--- src/rtl/mixer_scheduler.sv ---
// mixer_scheduler: round-robin arbiter that time-shares one combinational
// mixer among NCH channels. Stage A holds the granted channel's operands
// in front of the mixer. Stage B holds the captured mixer result until the
// downstream modulator accepts it.
//
// Handshake semantics (both sides): a transfer happens on a rising edge
// where the producer's valid/request and the consumer's ready/grant are
// both 1. A producer holds its data stable until that edge. The consumer
// may drop ready/grant at any time.
module mixer_scheduler #(
  parameter int NCH = 4,
  parameter int W   = 20,
  parameter int CW  = 2
) (
  input  logic             clock,
  input  logic             reset_n,
  input  logic             en_i,
  input  logic [NCH-1:0]   req_i,
  input  logic [NCH*W-1:0] sample_i,
  input  logic [NCH*W-1:0] lo_i,
  output logic [NCH-1:0]   gnt_o,
  output logic [W-1:0]     mix_interp_o,
  output logic [W-1:0]     mix_lo_o,
  input  logic [W-1:0]     mix_result_i,
  output logic             res_valid_o,
  output logic [CW-1:0]    res_ch_o,
  output logic [W-1:0]     res_data_o,
  input  logic             res_ready_i,
  output logic             busy_o
);

  // Stage A: operands presented to the mixer
  logic          r_op_valid;
  logic [CW-1:0] r_op_ch;
  logic [W-1:0]  r_op_sample;
  logic [W-1:0]  r_op_lo;
  // Stage B: captured result
  logic          r_res_valid;
  logic [CW-1:0] r_res_ch;
  logic [W-1:0]  r_res_data;
  // Round-robin pointer: channel with highest priority on the next scan
  logic [CW-1:0] r_ptr;

  logic          w_b_free;
  logic          w_a_adv;
  logic          w_a_load;
  logic          w_grant;
  logic [CW-1:0] w_gnt_ch;
  logic [CW:0]   w_idx;
  logic [NCH-1:0] w_gnt;
  logic [CW-1:0] w_ptr_nxt;

  assign w_b_free = !r_res_valid || res_ready_i;
  assign w_a_adv  = r_op_valid && w_b_free;
  assign w_a_load = !r_op_valid || w_a_adv;

  // Scan requests starting at r_ptr, wrapping modulo NCH; first hit wins.
  // Gated by reset_n so no grant is ever shown while reset is held.
  always_comb begin
    w_grant  = 1'b0;
    w_gnt_ch = '0;
    w_idx    = '0;
    w_gnt    = '0;
    if (reset_n && en_i && w_a_load) begin
      for (int i = 0; i < NCH; i++) begin
        w_idx = {1'b0, r_ptr} + (CW+1)'(i);
        if (w_idx >= (CW+1)'(NCH)) w_idx = w_idx - (CW+1)'(NCH);
        if (!w_grant && req_i[w_idx[CW-1:0]]) begin
          w_grant  = 1'b1;
          w_gnt_ch = w_idx[CW-1:0];
        end
      end
    end
    if (w_grant) w_gnt[w_gnt_ch] = 1'b1;
  end

  // Next pointer: the channel after the one just granted, wrapping at NCH
  always_comb begin
    w_ptr_nxt = w_gnt_ch + 1'b1;
    if (w_gnt_ch == CW'(NCH-1)) w_ptr_nxt = '0;
  end

  // Stage A load/drain and pointer update. Operands are cleared on drain so
  // the mixer sees zero whenever stage A is empty.
  always_ff @(posedge clock) begin
    if (!reset_n) begin
      r_op_valid  <= 1'b0;
      r_op_ch     <= '0;
      r_op_sample <= '0;
      r_op_lo     <= '0;
      r_ptr       <= '0;
    end else if (w_grant) begin
      r_op_valid  <= 1'b1;
      r_op_ch     <= w_gnt_ch;
      r_op_sample <= sample_i[w_gnt_ch*W +: W];
      r_op_lo     <= lo_i[w_gnt_ch*W +: W];
      r_ptr       <= w_ptr_nxt;
    end else if (w_a_adv) begin
      r_op_valid  <= 1'b0;
      r_op_ch     <= '0;
      r_op_sample <= '0;
      r_op_lo     <= '0;
    end
  end

  // Stage B capture on A advance; otherwise clear valid once consumed
  always_ff @(posedge clock) begin
    if (!reset_n) begin
      r_res_valid <= 1'b0;
      r_res_ch    <= '0;
      r_res_data  <= '0;
    end else if (w_a_adv) begin
      r_res_valid <= 1'b1;
      r_res_ch    <= r_op_ch;
      r_res_data  <= mix_result_i;
    end else if (r_res_valid && res_ready_i) begin
      r_res_valid <= 1'b0;
    end
  end

  assign gnt_o        = w_gnt;
  assign mix_interp_o = r_op_sample;
  assign mix_lo_o     = r_op_lo;
  assign res_valid_o  = r_res_valid;
  assign res_ch_o     = r_res_ch;
  assign res_data_o   = r_res_data;
  assign busy_o       = r_op_valid || r_res_valid;

endmodule

--- config.mk ---
export PLATFORM = sky130hd
export DESIGN_NAME = mixer_scheduler
export DESIGN_NICKNAME = d
export VERILOG_FILES = /design/src/rtl/mixer_scheduler.sv
export SDC_FILE = /design/constraint.sdc
export NUM_CORES = 1
export LEC_CHECK = 0
export ABC_CLOCK_PERIOD_IN_PS = 1800
export CAP_MARGIN = 20
export CORE_MARGIN = 1
export CORE_UTILIZATION = 30
export CTS_BUF_LIST = sky130_fd_sc_hd__clkbuf_8
export DETAILED_ROUTE_END_ITERATION = 8
export HOLD_SLACK_MARGIN = 0.02
export PLACE_DENSITY_LB_ADDON = 0.25
export RECOVER_POWER = 25
export SLEW_MARGIN = 10
export SYNTH_ARGS = -nofsm -noshare
export SYNTH_HDL_FRONTEND = slang
export SYNTH_SLANG_ARGS = --single-unit
--- constraint.sdc ---
create_clock -name clock -period 1.8 [get_ports clock]
set_input_delay 0.36 -clock clock [delete_from_list [all_inputs] [get_ports clock]]
set_output_delay 0.36 -clock clock [all_outputs]
set_load 0.005 [all_outputs]
==> key figures, run 1 <==
STA
  – Worst-Margin Slew: about 0.55 ns
  – Setup violators final: 39
  – Max_slew headroom: 63.0%
  – Fin. Hold Viols: 0
  – Peak Freq: 0.442 GHz
  – Final setup TNS: -6.68 ns
  – Setup repair after global routing missed its margin: yes
  – Crit share post-route: 126%
  – PnR worst setup slack: -0.465 ns
  – Clock skew: 0.0102 ns
  – Max-slew violations: 0
  – Fin crit period: 2.26 ns

Pwr
  – Gate power share: 33.8%
  – Seq pwr share: between 40% and 50%
  – Leakage Power: 2.54 nW
  – Pwr dens: 641 nW/µm²
  – Internal: 3.14 mW
  – Clock power frac: 26.0%
  – Max VDD drop: slightly below 0.0003 V
  – Sw Pwr: between 1 and 1.5 mW
  – Switching share of power: 26.8%

Logic synthesis
  – EDFF count, synth: 0
  – Area contributors post-synth: dfxtp_1, mux2i_1, nand2_1
  – Area leader, netlist: dfxtp_1
  – FFs w/ async S/R, synth: 0%
  – Post-Syn Instances: 373
  – Mapped Nets: 565
  – Synth Register Bits: 68
  – Post-synth cell types: 30
  – Netlist Area Pre-Place: 3480 µm²
  – Seq/Total Area, Yosys: 39.2%
  – Ys Warns: 0
  – Synth top cells by count: nand2_1, mux2i_1, dfxtp_1
  – Synth Flop Type: dfxtp_1
  – Most common cell in the synthesized netlist: nand2_1
  – Syn avg cell area: 9.32 µm²
  – Area share of the largest cell type after synthesis: 39.2%

Clock network
  – Clock-pin slew on the worst setup and hold paths: 0.07 ns
  – TritonCTS Buffers: 9
  – Clock sink total: 68
  – CTS root buf: clkbuf_8
  – CTS tree: done
  – H-tree depth: 3
  – Max Root-Sink Buffers: 2
  – Clk_lat worst skew: approximately 0.34 ns

Global route
  – Antenna violations before repair: 0
  – Number of global-route vias before repair: 3,907
  – Total congestion overflow: 0
  – First-pass GRT wire length: 18,500 µm
  – Largest net degree at the start of global routing: 42
  – GRT Total Usage: 20.3%

Run status
  – Failing checks: setup timing
  – Outcome: finished, violations left

Detailed routing
  – Drt wl/cell: 15.9 µm
  – Via count: ~3,800
  – Top sig layer: met4
  – M1 WL: between 4000 and 5000 µm
  – Detailed Routing Iterations Pass 1: 7
  – Residual DRC: 0
  – Vias/cell: slightly below 5
  – Iteration-0 DRC Markers: 134
  – Metal3 WL: roughly 1100 µm
  – Final ANT Viol Nets: 0
  – Final wirelength: 12,500 µm
  – Met2 WL post-DR: between 6000 and 7000 µm

Setup path
  – CP endpoint kind: primary output
  – Critical path class: reg2out
  – Crit-path max FO: 4
  – CP Data Arrival Time: 1.90 ns
  – Crit path required time: 1.44 ns
  – Nature of the critical path startpoint: flip-flop

Die
  – Row cnt: 38
  – Die width: 110 µm
  – Starting Density: 31.4%
  – Ports: 256
  – Die H: between 100 and 150 µm
  – Core Region: 11,100 µm²
  – Die area: approximately 12,000 µm²

Cells and area
  – Layout cells sized above 1: 12.2%
  – Final #Nets: 835
  – Layout area overhead: 92.4%
  – Final cell count without fillers: 787
  – Diode count: 0

Min path
  – Worst Hold Class: reg2reg

Placement
  – Port buffer count: 255
  – Post-Place Cells: 762
  – Post-Place Setup Slack: -1.11 ns
  – Placer's final routability congestion estimate: a little over 0.8
  – Hpwl dp: 9390 µm

Job
  – # Max-Cap Violations: 0
[flip-flops by register name, summed over array words and instances, names as in the netlist]
name and flops:
mix_interp_o 20, res_ch_o 2, r_op_valid 1, r_op_ch 2, mix_lo_o 20, res_valid_o 1
r_ptr 2, res_data_o 20
[cell usage in the layout, fill, tap and decap left out, types with 2 or more instances in the layout]
cell type / synthesis / routed
a21oi_1: 27 / 25
a21oi_2: 0 / 2
and2_4: 0 / 4
buf_12: 0 / 6
buf_4: 8 / 15
buf_6: 6 / 8
bufbuf_16: 0 / 2
clkbuf_1: 12 / 2
clkbuf_2: 0 / 2
clkbuf_4: 0 / 2
clkbuf_8: 0 / 11
clkdlybuf4s50_1: 0 / 242
dfxtp_1: 68 / 65
dfxtp_2: 0 / 2
dlygate4sd2_1: 0 / 8
ha_4: 0 / 4
inv_1: 6 / 7
inv_4: 0 / 2
mux2i_1: 80 / 80
nand2_1: 91 / 90
nand2b_1: 3 / 2
nor2_1: 5 / 5
o21ai_0: 2 / 2
o221ai_1: 33 / 33
o221ai_2: 7 / 7
[power groups by stage]
stage	Clock [mW]	Sequential, mW	Combinational, mW
after floorplan	0	1.76	0.524
after global placement	0	1.75	1.37
after detailed placement	0	1.75	1.39
after CTS	1.16	1.72	1.47
after global routing	1.22	1.74	1.55
final	1.12	1.72	1.45
[critical path, stage by stage, from the launching register on]
cell and delay [ns]:
dfxtp_2 0.34, nor2b_4 0.13, a221oi_2 0.29, inv_1 0.09, or2_4 0.29, inv_4 0.09
ha_4 0.12, and2_4 0.13, buf_6 0.08
[logic make-up after synthesis]
logic type,count (synthesis),synth area share [%]
AND/OR/NAND/NOR,109,13.0
flip-flops,68,39.2
adder cells (fa/ha/maj),4,1.44
buffers and inverters,37,6.23
AO/OA/AOI/OAI,75,17.1
multiplexers,80,23.0
[worst paths after layout]
kind	end	from	cells after the start	slack [ns]
setup reg to reg	mix_interp_o[18]	r_ptr[1]	7	-0.20
hold / removal	res_data_o[14]	res_data_o[14]	2	0.46
hold reg to reg	res_data_o[14]	res_data_o[14]	2	0.46
setup / recovery	gnt_o[3]	res_valid_o	8	-0.46
[area by class of cell]
cell class                      instances  area [µm²]
Timing Repair Buffer                  289        2950
Multi-Input combinational cell        268        1990
Fill cell                             937        4390
Sequential cell                        68        1370
Tap cell                              140         175
Clock buffer                           11         151
Inverter                                7        31.3
Clock inverter                          4        18.8
[layer usage]
| metal | track usage (%) | vias to the layer above |
|---|---|---|
| li1 | - | 1880 |
| met1 | 20.3 | 1756 |
| met2 | 38.7 | 169 |
| met3 | 5.63 | 12 |
| met4 | 8.95 | 0 |
| met5 | 0 | - |
[what timing repair did]
| action | 4_1_cts | 5_1_grt |
|---|---|---|
| endpoints found under the setup margin | 47 | 45 |
| endpoints found under the hold margin | 0 | 0 |
| pin swaps | 11 | 2 |
| cloned | 2 | 0 |
| buffers inserted | 8 | 1 |
| hold buffers | 0 | 0 |
| gates resized for setup | 54 | 3 |
[through the flow]
| stage | area, µm² | hold slack, ns | utilization [%] | total power [mW] |
|---|---|---|---|---|
| floorplan | 3490 | 0.432 | - | 2.29 |
| global placement | 6300 | 0.438 | 56.9 | 3.12 |
| detailed placement | 6300 | 0.446 | 56.9 | 3.14 |
| CTS | 6690 | 0.454 | 60.4 | 4.36 |
| global route | 6690 | 0.467 | 60.4 | 4.51 |
| finish | 6690 | 0.455 | 60.4 | 4.29 |
Note: power is estimated with default switching activity, not from simulation.
==> run 2, diff against run 1 <==
--- a/config.mk
+++ b/config.mk
@@ -8,7 +8,7 @@
 export ABC_CLOCK_PERIOD_IN_PS = 1800
 export CAP_MARGIN = 20
 export CORE_MARGIN = 1
-export CORE_UTILIZATION = 30
+export CORE_UTILIZATION = 32
 export CTS_BUF_LIST = sky130_fd_sc_hd__clkbuf_8
 export DETAILED_ROUTE_END_ITERATION = 8
 export HOLD_SLACK_MARGIN = 0.02
==> run 2 against run 1 <==
The run still ends with setup timing left; final area rose by 2.5%; routed wire length rose by 3.1%; register-to-register slack improved by 0.19 ns; worst hold slack improved by 0.0014 ns; sequential cell count did not move; die area fell by 6.1%; critical endpoint unchanged; cell count fell by 0.13%; sequential power barely moved; critical path type unchanged; highest routed layer unchanged; fmax rose by 1.1%; worst setup slack improved by 0.024 ns; global-route usage rose by 1.6 points; count of clock-buffer cells in the layout did not move.
==> key figures, run 2 (synthesized netlist as in run 1, its figures left out) <==
Setup path
  – R2R Path End: mix_interp_o[14]
  – Reg2Reg Depth: 7 (unchanged)
  – Crit-path max FO: 5 (+1)
  – Crit path to: gnt_o[3]
  – CP startpoint: r_ptr[0]
  – Critical path class: reg2out
  – CP endpoint kind: primary output
  – CP Data Arrival Time: 1.88 ns (-0.02 ns)
  – Worst R2R Start: r_ptr[1]
  – Crit path required time: 1.44 ns (about the same)
  – Worst reg-to-reg setup slack: -0.01 ns (+0.19 ns)
  – Nature of the critical path startpoint: flip-flop

Clock network
  – Clock-pin slew on the worst setup and hold paths: 0.07 ns (about the same)
  – Clock sink total: 68 (unchanged)
  – Clk_lat worst skew: 0.34 ns (about the same)
  – H-tree depth: 3 (unchanged)
  – Max Root-Sink Buffers: 2 (unchanged)
  – # hold bufs at CTS: 0 (unchanged)
  – TritonCTS Buffers: 9 (unchanged)
  – CTS root buf: clkbuf_8
  – CTS tree: done

Die
  – Starting Density: 33.4% (+2.0 points)
  – Row cnt: 37 (-2.6%)
  – Ports: 256 (unchanged)
  – Die area: 11,300 µm² (-6.1%)
  – Die width: 106 µm (-3.1%)
  – Die H: 106 µm (-3.1%)
  – Core Region: 10,400 µm² (-6.0%)

Global route
  – GRT Total Usage: 21.8% (+1.6 points)
  – Number of global-route vias before repair: 3,933 (+0.67%)
  – First-pass GRT wire length: 19,100 µm (+3.3%)
  – Total congestion overflow: 0 (unchanged)
  – Antenna violations before repair: 0 (unchanged)
  – Largest net degree at the start of global routing: 28 (-33%)

Detailed routing
  – Iteration-0 DRC Markers: 160 (+19%)
  – Final ANT Viol Nets: 0 (unchanged)
  – Final wirelength: 12,900 µm (+3.1%)
  – Detailed Routing Iterations Pass 1: 5 (-2)
  – Vias/cell: 4.92 (+1.4%)
  – Via count: 3,866 (+1.3%)
  – Residual DRC: 0 (unchanged)
  – Drt wl/cell: 16.4 µm (+3.3%)

Placement
  – Placer's final routability congestion estimate: 0.815 (-0.17%)
  – Port buffer count: 255 (unchanged)
  – Hpwl dp: 9160 µm (-2.4%)

STA
  – WHS: 0.457 ns (+0.00136 ns)
  – PnR worst setup slack: -0.440 ns (+0.0241 ns)
  – Fin. Hold Viols: 0 (unchanged)
  – Worst-Margin Slew: 0.526 ns (-0.0285 ns)
  – Crit share post-route: 124% (-1.3 points)
  – Final setup TNS: -1.77 ns (+4.92 ns)
  – Clock skew: 0.00911 ns (-0.00105 ns)
  – Setup repair after global routing missed its margin: yes
  – Max-slew violations: 0 (unchanged)
  – Fin crit period: 2.24 ns (-0.0241 ns)
  – Max_slew headroom: 64.9% (+1.9 points)
  – Peak Freq: 0.446 GHz (+1.1%)
  – Setup violators final: 9 (-77%)

Run status
  – Outcome: finished, violations left
  – Failing checks: setup timing

Pwr
  – Pwr dens: 662 nW/µm² (+3.3%)
  – Max VDD drop: 0.000402 V (+36%)
  – Final Power: 4.54 mW (+5.9%)
  – Internal: 3.33 mW (+6.2%)
  – Clock power frac: 28.4% (+2.4 points)
  – Seq pwr share: 38.0% (-2.2 points)
  – Sw Pwr: 1.21 mW (+5.0%)
  – Leakage Power: 2.60 nW (+2.3%)
  – Switching share of power: 26.6% (-0.23 points)
  – Gate power share: 33.6% (-0.2 points)

Job
  – # Max-Cap Violations: 0 (unchanged)

Cells and area
  – Reg area: 1370 µm² (about the same)
  – Layout cells sized above 1: 14.8% (+2.6 points)
  – Most common cell after layout, fill and taps aside: clkdlybuf4s50_1
  – Most frequent cells in the layout: clkdlybuf4s50_1, nand2_1, mux2i_1
  – Diode count: 0 (unchanged)
  – Footprint of the multi-input gates: 2060 µm² (+3.4%)
  – Layout area overhead: 97.3%
  – Filler instances: 848 (-9.5%)
  – Final #Nets: 837 (+0.24%)

Min path
  – Worst Hold Class: reg2reg
==> run 2: cell types whose count changed in the layout (fill, tap and decap cells not counted), sizes merged <==
cell           delta
clkdlybuf4s50     -4
dlygate4sd2       -1
buf               +4
clkdlybuf4s15     +1
bufbuf            -1
clkinv            +2
dlygate4sd3       +4
clkbuf            -1
inv               -2
bufinv            +1
==> run 2: power by group through the flow <==
stage	Clock [mW]	Combinational, mW	Sequential (mW)
6_report	1.29	1.53	1.72
5_1_grt	1.39	1.63	1.74
4_1_cts	1.32	1.47	1.72
3_5_place_dp	0	1.37	1.76
3_3_place_gp	0	1.35	1.75
2_1_floorplan	0	0.524	1.76
==> run 2: stage by stage <==
stage	setup WS (ns)	util, %	cell area (µm²)	instances
6_report	-0.440	65.8	6860	786
5_1_grt	-0.509	65.8	6860	786
3_3_place_gp	-1.06	60.2	6270	758
2_1_floorplan	-0.120	-	3490	373
4_1_cts	-0.441	64.4	6700	784
3_5_place_dp	-1.09	60.2	6270	758
==> run 2: what timing repair did <==
item	CTS	global route
resized for setup	53	24
cloned	3	2
endpoints found under the setup margin	47	43
setup buffers	8	0
pin swaps	8	3
==> run 2: worst min path at each step <==
| stage | cells past startpoint | endpoint | slack (ns) | from |
|---|---|---|---|---|
| detailed placement | 2 | mix_lo_o[17] | 0.45 | mix_lo_o[17] |
| finish | 2 | r_op_ch[0] | 0.46 | r_op_ch[0] |
| CTS | 2 | res_ch_o[1] | 0.46 | r_op_ch[1] |
| floorplan | 2 | res_ch_o[0] | 0.43 | r_op_ch[0] |
| global placement | 2 | res_ch_o[0] | 0.44 | r_op_ch[0] |
| global route | 2 | res_data_o[3] | 0.48 | res_data_o[3] |
==> run 2: final cells by class <==
cell class | instances | share of cell area (%)
timing repair buffer | 291 | 44.1
inverter | 7 | 0.493
sequential | 68 | 20.0
clock buffer | 11 | 2.21
clock inverter | 5 | 0.748
tap | 136 | 2.48
multi-input combinational | 268 | 30.0
==> run 2: metal layers <==
layer,track usage [%],wire [µm],vias up
li1,-,-,1889
met2,41.8,6950,169
met5,0,0,-
met1,22.6,4800,1794
met3,6.50,986,14
met4,6.45,171,0
==> run 2: critical path, cell delays in order (launching register included) <==
cell      delay (ns)
dfxtp_4         0.38
nand2b_4        0.12
a21oi_2         0.05
a221o_1         0.30
or2_4           0.29
inv_4           0.09
ha_4            0.11
and2_4          0.13
buf_6           0.08
==> run 3, diff against run 2 <==
--- a/config.mk
+++ b/config.mk
@@ -7,9 +7,10 @@
 export LEC_CHECK = 0
 export ABC_CLOCK_PERIOD_IN_PS = 1800
 export CAP_MARGIN = 20
-export CORE_MARGIN = 1
+export CORE_MARGIN = 8
 export CORE_UTILIZATION = 32
 export CTS_BUF_LIST = sky130_fd_sc_hd__clkbuf_8
+export CTS_CLUSTER_SIZE = 40
 export DETAILED_ROUTE_END_ITERATION = 8
 export HOLD_SLACK_MARGIN = 0.02
 export PLACE_DENSITY_LB_ADDON = 0.25
==> run 3 against run 2 <==
The run still ends with setup timing left; count of clock-buffer cells in the layout is 2 lower; clock power hardly changed; routed wire length is 9.8% higher; worst setup slack worse by 0.0039 ns; non-clock buffer count is 5 lower; combinational power is 5% lower; clock skew is 0.0011 ns higher; global-route usage is 3.6 points lower; core utilization is 3.6 points lower; first-iteration DRC count is 26% higher; critical path depth is 1 higher; largest cell class unchanged.
==> key figures, run 3 (synthesized netlist as in run 1, its figures left out) <==
Setup path
  – WP buf/inv: 3 (+1)
  – CP endpoint kind: primary output
  – Family with the most delay on the worst path: simple AND/OR/NAND/NOR gates
  – Slowest library cell on the worst path: dlygate4sd2_1
  – Critical path class: in2out
  – Crit path required time: 1.44 ns (about the same)
  – CP Data Arrival Time: 1.88 ns (about the same)
  – Slowest stage delay, CP: 0.29 ns (-0.09 ns)
  – Crit-path max FO: 4 (-1)
  – Nature of the critical path startpoint: input pin
  – Worst-path cell chain: dlygate4sd2_1, nand2b_1, a21oi_2, a221o_1, or2_4, inv_4, ha_4, and2_4, buf_6

Cells and area
  – Diode count: 0 (unchanged)
  – Filler instances: 909 (+7.2%)
  – Footprint of the multi-input gates: 2010 µm² (-2.7%)
  – Final #Nets: 832 (-0.60%)
  – Reg area: 1370 µm² (about the same)
  – Most common cell after layout, fill and taps aside: clkdlybuf4s50_1
  – Most frequent cells in the layout: clkdlybuf4s50_1, nand2_1, mux2i_1
  – Final core utilization: 62.2% (-3.6 points)
  – Layout area overhead: 91.6%
  – Layout cells sized above 1: 12.7% (-2.1 points)

Clock network
  – Clock sink total: 68 (unchanged)
  – CTS tree: done
  – TritonCTS Buffers: 9 (unchanged)
  – Clock-pin slew on the worst setup and hold paths: 0.07 ns (about the same)
  – CTS root buf: clkbuf_8
  – H-tree depth: 3 (unchanged)
  – Max Root-Sink Buffers: 2 (unchanged)
  – Clk_lat worst skew: 0.34 ns (about the same)

Global route
  – GRT Total Usage: 18.2% (-3.6 points)
  – Largest net degree at the start of global routing: 42 (+50%)
  – Antenna violations before repair: 0 (unchanged)
  – Number of global-route vias before repair: 4,182 (+6.3%)
  – First-pass GRT wire length: 21,200 µm (+11%)
  – Total congestion overflow: 0 (unchanged)

Pwr
  – Final Power: 4.43 mW (-2.3%)
  – Leakage Power: 2.50 nW (-3.7%)
  – Pwr dens: 666 nW/µm² (+0.60%)
  – Max VDD drop: 0.000356 V (-11%)

Detailed routing
  – Residual DRC: 0 (unchanged)
  – Detailed Routing Iterations Pass 1: 4 (-1)
  – Final ANT Viol Nets: 0 (unchanged)
  – Iteration-0 DRC Markers: 201 (+26%)
  – Drt wl/cell: 18.0 µm (+9.9%)
  – Final wirelength: 14,200 µm (+9.8%)
  – Vias/cell: 4.89 (-0.62%)
  – Via count: 3,837 (-0.75%)

Die
  – Die area: 14,500 µm² (+28%)
  – Core Region: 10,700 µm² (+2.7%)
  – Starting Density: 32.5% (-0.88 points)
  – Die width: 120 µm (+13%)
  – Ports: 256 (unchanged)
  – Die H: 120 µm (+13%)
  – Row cnt: 38 (+2.7%)

STA
  – Peak Freq: 0.446 GHz (-0.17%)
  – PnR worst setup slack: -0.444 ns (-0.00389 ns)
  – Clock skew: 0.0102 ns (+0.00110 ns)
  – Fin. Hold Viols: 0 (unchanged)
  – Crit share post-route: 125% (+0.22 points)
  – Max_slew headroom: 62.5% (-2.4 points)
  – Setup violators final: 37 (+28)
  – Fin crit period: 2.24 ns (+0.00389 ns)
  – Worst-Margin Slew: 0.562 ns (+0.0359 ns)
  – Setup repair after global routing missed its margin: yes
  – Max-slew violations: 0 (unchanged)

Run status
  – Outcome: finished, violations left
  – Failing checks: setup timing

Job
  – # Max-Cap Violations: 0 (unchanged)

Placement
  – Port buffer count: 255 (unchanged)
  – Hpwl dp: 10,900 µm (+19%)
  – Placer's final routability congestion estimate: 0.848 (+4.0%)

Min path
  – Worst Hold Class: reg2reg
## run 3: changes by cell type in the layout (fill, tap and decap cells not counted), moves of 5 or more
cell	change
o221ai_1	+9
clkdlybuf4s50_1	+5
dlygate4sd3_1	-5
o221ai_2	-9
## run 3: power by group
group          internal (mW)  switching, mW  leakage [nW]
combinational          0.921          0.526          1.85
clock                  0.647          0.618        0.0958
sequential              1.65         0.0760         0.560
## run 3: layout make-up
cell class / count / share of cell area [%]
timing repair buffer: 286 / 43.2
multi-input combinational: 268 / 30.1
tap: 140 / 2.63
clock buffer: 9 / 1.86
inverter: 7 / 0.432
sequential: 68 / 20.6
clock inverter: 7 / 1.15
## run 3: final timing paths
kind	cells past startpoint	slack, ns	startpoint	end
worst max-delay path	9	-0.44	req_i[1]	gnt_o[1]
worst min-delay path	2	0.46	res_data_o[19]	res_data_o[19]
worst max register to register	6	-0.01	r_ptr[0]	mix_interp_o[16]
worst min register to register	2	0.46	res_data_o[19]	res_data_o[19]
## run 3: metal layers
layer	wire length (µm)	GRT usage, %	vias to the layer above
met1	5270	18.1	1778
li1	-	-	1880
met3	1510	8.39	11
met5	0	0	-
met4	172	5.62	0
met2	7220	33.1	168
## run 3: tightest hold or removal path, stage by stage (launching register included)
cell and delay (ns):
dfxtp_1 0.31, nand2_1 0.05, a21oi_1 0.05
## run 3: through the flow
step | hold WS, ns | TNS [ns] | cells | instance area [µm²] | setup slack (ns)
2_1_floorplan | 0.432 | -0.456 | 373 | 3490 | -0.120
3_3_place_gp | 0.440 | -36.44 | 760 | 6260 | -1.01
3_5_place_dp | 0.447 | -39.71 | 760 | 6260 | -1.10
4_1_cts | 0.458 | -1.71 | 780 | 6580 | -0.429
5_1_grt | 0.470 | -3.98 | 785 | 6660 | -0.491
6_report | 0.458 | -2.26 | 785 | 6660 | -0.444
## run 3: repair_timing
item | CTS | global route
endpoints found under the setup margin | 47 | 44
gates cloned | 0 | 1
resized for setup | 49 | 12
hold buffers | 0 | 0
pin swaps | 8 | 3
buffers inserted | 4 | 4
